<file path="src/rtl/jmp_unit.sv">
// Conditional jump unit: snapshots the ALU flags, fetches a 2-byte target and pulses a PC load when taken.
// Optional REL_JUMP_EN: rel=1 jumps fetch one signed byte that is added to pc_in.
module jmp_unit #(
    parameter int ADDR_W = 16
) (
    input  logic              clk,
    input  logic              rst,
    input  logic              start,
    input  logic [3:0]        cond,
    input  logic              rel,
    input  logic              zflag,
    input  logic              oflag,
    input  logic              cflag,
    input  logic              sflag,
    input  logic [ADDR_W-1:0] pc_in,
    input  logic [7:0]        mem_data,
    input  logic              mem_valid,
    output logic              mem_req,
    output logic              pc_inc,
    output logic              pc_load,
    output logic [ADDR_W-1:0] pc_out,
    output logic              busy,
    output logic              done,
    output logic              taken
);
    typedef enum logic [1:0] {IDLE, FETCH_LO, FETCH_HI, DECIDE} state_t;

    state_t            state, state_nxt;
    logic              armed;
    logic [3:0]        cond_q;
    logic [3:0]        flg_q;    // {z, o, c, s}
    logic [7:0]        lo_q, hi_q;
    logic [ADDR_W-1:0] pc_q;
    logic              taken_q;
    logic              cond_ok;
    logic              rel_mode;
    logic              go;
    logic [ADDR_W-1:0] abs_tgt, target;
    logic              fz, fo, fc, fs;

    // armed blocks a start that coincides with reset release
    assign go      = (state == IDLE) && start && armed;
    assign abs_tgt = {hi_q[ADDR_W-9:0], lo_q};
    assign {fz, fo, fc, fs} = flg_q;

`ifdef REL_JUMP_EN
    logic rel_q;

    always_ff @(posedge clk or negedge rst) begin
        if (!rst)    rel_q <= 1'b0;
        else if (go) rel_q <= rel;
    end

    assign rel_mode = rel_q;
    assign target   = rel_q ? pc_in + {{(ADDR_W-8){lo_q[7]}}, lo_q} : abs_tgt;
`else
    logic unused_rel;
    assign unused_rel = ^{rel, pc_in};
    assign rel_mode   = 1'b0;
    assign target     = abs_tgt;
`endif

    always_comb begin
        cond_ok = 1'b0;
        case (cond_q)
            4'd0:    cond_ok = 1'b1;
            4'd1:    cond_ok = fz;
            4'd2:    cond_ok = !fz;
            4'd3:    cond_ok = fc;
            4'd4:    cond_ok = !fc;
            4'd5:    cond_ok = fs;
            4'd6:    cond_ok = !fs;
            4'd7:    cond_ok = fo;
            4'd8:    cond_ok = !fo;
            4'd9:    cond_ok = !fc && !fz;
            4'd10:   cond_ok = fc || fz;
            4'd11:   cond_ok = (fs == fo);
            4'd12:   cond_ok = (fs != fo);
            default: cond_ok = 1'b0;
        endcase
    end

    always_comb begin
        state_nxt = state;
        mem_req   = 1'b0;
        pc_inc    = 1'b0;
        done      = 1'b0;
        pc_load   = 1'b0;
        case (state)
            IDLE: if (go) state_nxt = FETCH_LO;
            FETCH_LO: begin
                mem_req = 1'b1;
                if (mem_valid) begin
                    pc_inc    = 1'b1;
                    state_nxt = rel_mode ? DECIDE : FETCH_HI;
                end
            end
            FETCH_HI: begin
                mem_req = 1'b1;
                if (mem_valid) begin
                    pc_inc    = 1'b1;
                    state_nxt = DECIDE;
                end
            end
            DECIDE: begin
                done      = 1'b1;
                pc_load   = cond_ok;
                state_nxt = IDLE;
            end
            default: state_nxt = IDLE;
        endcase
    end

    assign busy   = (state != IDLE);
    assign taken  = (state == DECIDE) ? cond_ok : taken_q;
    assign pc_out = pc_load ? target : pc_q;

    always_ff @(posedge clk or negedge rst) begin
        if (!rst) begin
            state   <= IDLE;
            armed   <= 1'b0;
            cond_q  <= '0;
            flg_q   <= '0;
            lo_q    <= '0;
            hi_q    <= '0;
            pc_q    <= '0;
            taken_q <= 1'b0;
        end else begin
            state <= state_nxt;
            armed <= 1'b1;
            if (go) begin
                cond_q  <= cond;
                flg_q   <= {zflag, oflag, cflag, sflag};
                taken_q <= 1'b0;
            end
            if (state == FETCH_LO && mem_valid) lo_q <= mem_data;
            if (state == FETCH_HI && mem_valid) hi_q <= mem_data;
            if (done) begin
                taken_q <= cond_ok;
                if (cond_ok) pc_q <= target;
            end
        end
    end
endmodule

</file>
<file path="config.mk">
export PLATFORM = sky130hd
export DESIGN_NAME = jmp_unit
export DESIGN_NICKNAME = d
export VERILOG_FILES = /design/src/rtl/jmp_unit.sv
export SDC_FILE = /design/constraint.sdc
export NUM_CORES = 1
export LEC_CHECK = 0
export BUFFER_PORTS_ARGS = -buffer_cell sky130_fd_sc_hd__buf_2
export CELL_PAD_IN_SITES_DETAIL_PLACEMENT = 0
export CELL_PAD_IN_SITES_GLOBAL_PLACEMENT = 1
export CORE_MARGIN = 1.5
export CORE_UTILIZATION = 46
export DETAILED_ROUTE_END_ITERATION = 10
export PLACE_DENSITY = 0.89
export SYNTH_ARGS = -nofsm -noshare
export SYNTH_HDL_FRONTEND = slang
export SYNTH_SLANG_ARGS = --single-unit
</file>
<file path="constraint.sdc">
create_clock -name clk -period 3.1 [get_ports clk]
set_input_delay 0.31 -clock clk [delete_from_list [all_inputs] [get_ports clk]]
set_output_delay 0.31 -clock clk [all_outputs]
set_load 0.01 [all_outputs]
</file>
==> results.ini <==
[cts]
cts_repair_resize_count=0
cts_tree=built
numClockSinks=44
htree_num_levels=2
cts_root_buf=clkbuf_8
post-cts-setup-buffer-count=0
worstSkewPairLatency_ns=0.29
cts-hold-fix-buffers=0
cts_made_buffers=5
clk_pin_slew_ns=0.08
max-clock-path-buffers=2

[pwr]
power.density_cell_area_nw_per_um2=1130
vdd_drop_max_uv=429
cellLeakagePower_nw=1.23

[synthesis]
yosysMostFrequentCell=dfrtp_1
area_fraction_in_and_or_nand_and_nor_cells_after_synthesis_pct=5.93
syn-instance-count=157
synth.mux.area_fraction_pct=32.1
yosysWarningCount=0
synth_seq_cells=44
synth_cell_types=38
synth_top_area_share_pct=48.4
post_synth_instance_area_sq_um=2280
synth_nets=199
synth_largest_area_cell=dfrtp_1
synthesized_area_fraction_occupied_by_ao_oa_aoi_and_oai_cells_pct=6.21
syn_avg_cell_area_sq_um=14.5
postSynth.asyncResetShare_pct=100
synth_ff_type=dfrtp_1
synth_enable_flop_cells=0
post_synthesis_share_of_cell_area_spent_on_full_adders_half_adders_and_majority_gates_pct=2.75
synth_top_family_by_area=multiplexers
synth_xor_area_share_pct=0
synth_area_leaders=dfrtp_1 48%, mux2_4 18%, mux2_2 14%
synth.yosys.seq_area_share_pct=48.4
synth_common_cells=44 x dfrtp_1, 28 x mux2_2, 27 x mux2_4

[setup_path]
critical_path.max_fanout=35
cp_slowest_stage_delay_ns=0.50
worstReg2RegStart=cond_q[0]
cp_cell_sequence=and2b_1, o32ai_2, nand3b_1, a41oi_4, buf_12, mux2_4, buf_2
criticalPathCategory=flop to output port
r2r_slack_ns=1.01
worst_setup_path_end_kind=output port
r2r.worst_path.cells=6
critPathRequiredTime_ns=2.79
timing.critical_path.arrival_ns=2.36
critical_path.reg2reg.endpoint=pc_q[3]
critical-path-slowest-cell=dfrtp_1
critPathLaunchType=flop

[drt]
postRouteAntennaNets=0
detail_route.first_pass.iterations=4
drcViolationCount=0
num_vias=1322
drtIter0Drc=34
post_drt_via_cell_ratio=4.95
drt_wl_total_microns=3610
wl_per_cell_microns=13.5

[placed_design]
gpl.final_weighted_congestion=0.807
numPlacedInstances=260
dp_hpwl_microns=2530
place.port_buffers=41

[floorplan]
rows=25
fp.dieH_microns=73.4
core_area_sq_um=4750
initial_utilization_pct=47.9
floorplan.die.width_microns=73.4
die_area_sq_um=5380
top_level_pins=59

[timing]
fmaxAchievable_mhz=375
drv_slew=0
remaining_max_slew_budget_at_the_tightest_pin_pct=37.5
setup_violations=0
grt_setup_unrepaired=false
fin_crit_sh_pct=86.0
hold_viol=0
tns_setup_ns=0
timing.final.crit_period_ns=2.67
timing.clock.skew_ns=0.0107
worst_pin_slew_ns=0.937

[finish]
post_layout_nonfiller_instances=267
num_antenna_cells=0
layout.nets=242
final-seq-area_sq_um=1100
multiInputGateArea_sq_um=1070
final.fill_count=419
post_route_cells_drive_above_1_share_pct=54.0
area_delta_synth_final_pct=15.8

[worst_hold_path]
worstHoldPathType=primary input to asynchronous set/reset pin

[global_routing]
grt_max_degree=45
antenna_found_initial=0
grt_first_pass_wirelength_microns=6090
first_global_vias=1313
grt.total_usage_pct=15.0
globalRouteOverflowTotal=0

[flow_run]
max-cap-violations=0

[outcome]
run_status=finished, final reports clean

==> report_power, final <==
part	total (W)	internal (W)	switching [W]	leakage, nW
Combinational	0.00138	0.000831	0.000546	0.638
Sequential	0.00110	0.000863	0.000240	0.528
Clock	0.000498	0.000317	0.000181	0.0642
==> cell usage in the layout (no fill, tap or decap), types with 3 or more instances in the layout <==
cell / n
dfrtp_1: 44
buf_2: 41
mux2_2: 28
mux2_4: 27
nand2_1: 6
inv_1: 5
ha_1: 5
clkbuf_8: 5
a21oi_1: 3
nor2_1: 3
o21ai_0: 3
==> state kept, by name (all words and copies together) (netlist names) <==
| signal | flops |
|---|---|
| armed | 1 |
| taken_q | 1 |
| flg_q | 4 |
| state | 2 |
| lo_q | 8 |
| hi_q | 8 |
| cond_q | 4 |
| pc_q | 16 |
==> kinds of logic after synthesis <==
family / Yosys count
adders and majority gates: 5
other: 1
DFF: 44
AOI/OAI and AO/OA: 16
and+or+nand+nor: 23
muxes: 56
buffers and inverters: 12
==> worst max-delay path: cells and delay by family (launching register included) <==
family	cells	cell delay [ns]
mux	1	0.32
buf+inv	2	0.41
simple gates	2	0.37
flops	1	0.50
compound gates	2	0.44
==> area by class of cell <==
type | instances | area share [%]
clock buffers | 5 | 2.61
clock inverters | 2 | 2.28
inverters | 6 | 0.854
multi-input cells | 101 | 40.8
flip-flops and latches | 44 | 41.8
well taps | 67 | 3.18
repair buffers | 42 | 8.54
==> metrics by stage <==
| step | power, W | util, % | setup slack [ns] | hold WS [ns] | instance area [sq um] |
|---|---|---|---|---|---|
| floorplan | 0.00220 | - | 0.872 | 0.0144 | 2280 |
| global placement | 0.00246 | 52.7 | 0.770 | 0.489 | 2510 |
| detailed placement | 0.00251 | 52.7 | 0.749 | 0.496 | 2510 |
| CTS | 0.00302 | 55.4 | 0.411 | 0.197 | 2640 |
| global route | 0.00321 | 55.4 | 0.307 | 0.235 | 2640 |
| finish | 0.00298 | 55.4 | 0.435 | 0.163 | 2640 |
==> per-layer routing <==
layer | GRT usage (%) | routed length, microns | part of all wire [%]
met1 | 19.6 | 1730 | 48
met2 | 23.9 | 1720 | 48
met3 | 4.25 | 137 | 3.8
met4 | 4.94 | 27 | 0.75
met5 | 0 | 0 | 0
==> worst max path at each step <==
| stage | startpoint | end | slack [ns] | depth (start not counted) |
|---|---|---|---|---|
| 4_1_cts | cond_q[0] | pc_out[12] | 0.41 | 7 |
| 3_3_place_gp | cond_q[0] | pc_out[1] | 0.77 | 7 |
| 3_5_place_dp | cond_q[0] | pc_out[12] | 0.75 | 7 |
| 6_report | cond_q[0] | pc_out[12] | 0.43 | 7 |
| 2_1_floorplan | cond_q[0] | pc_out[10] | 0.87 | 7 |
| 5_1_grt | cond_q[0] | pc_out[7] | 0.31 | 7 |
Note: power is estimated with default switching activity, not from simulation.
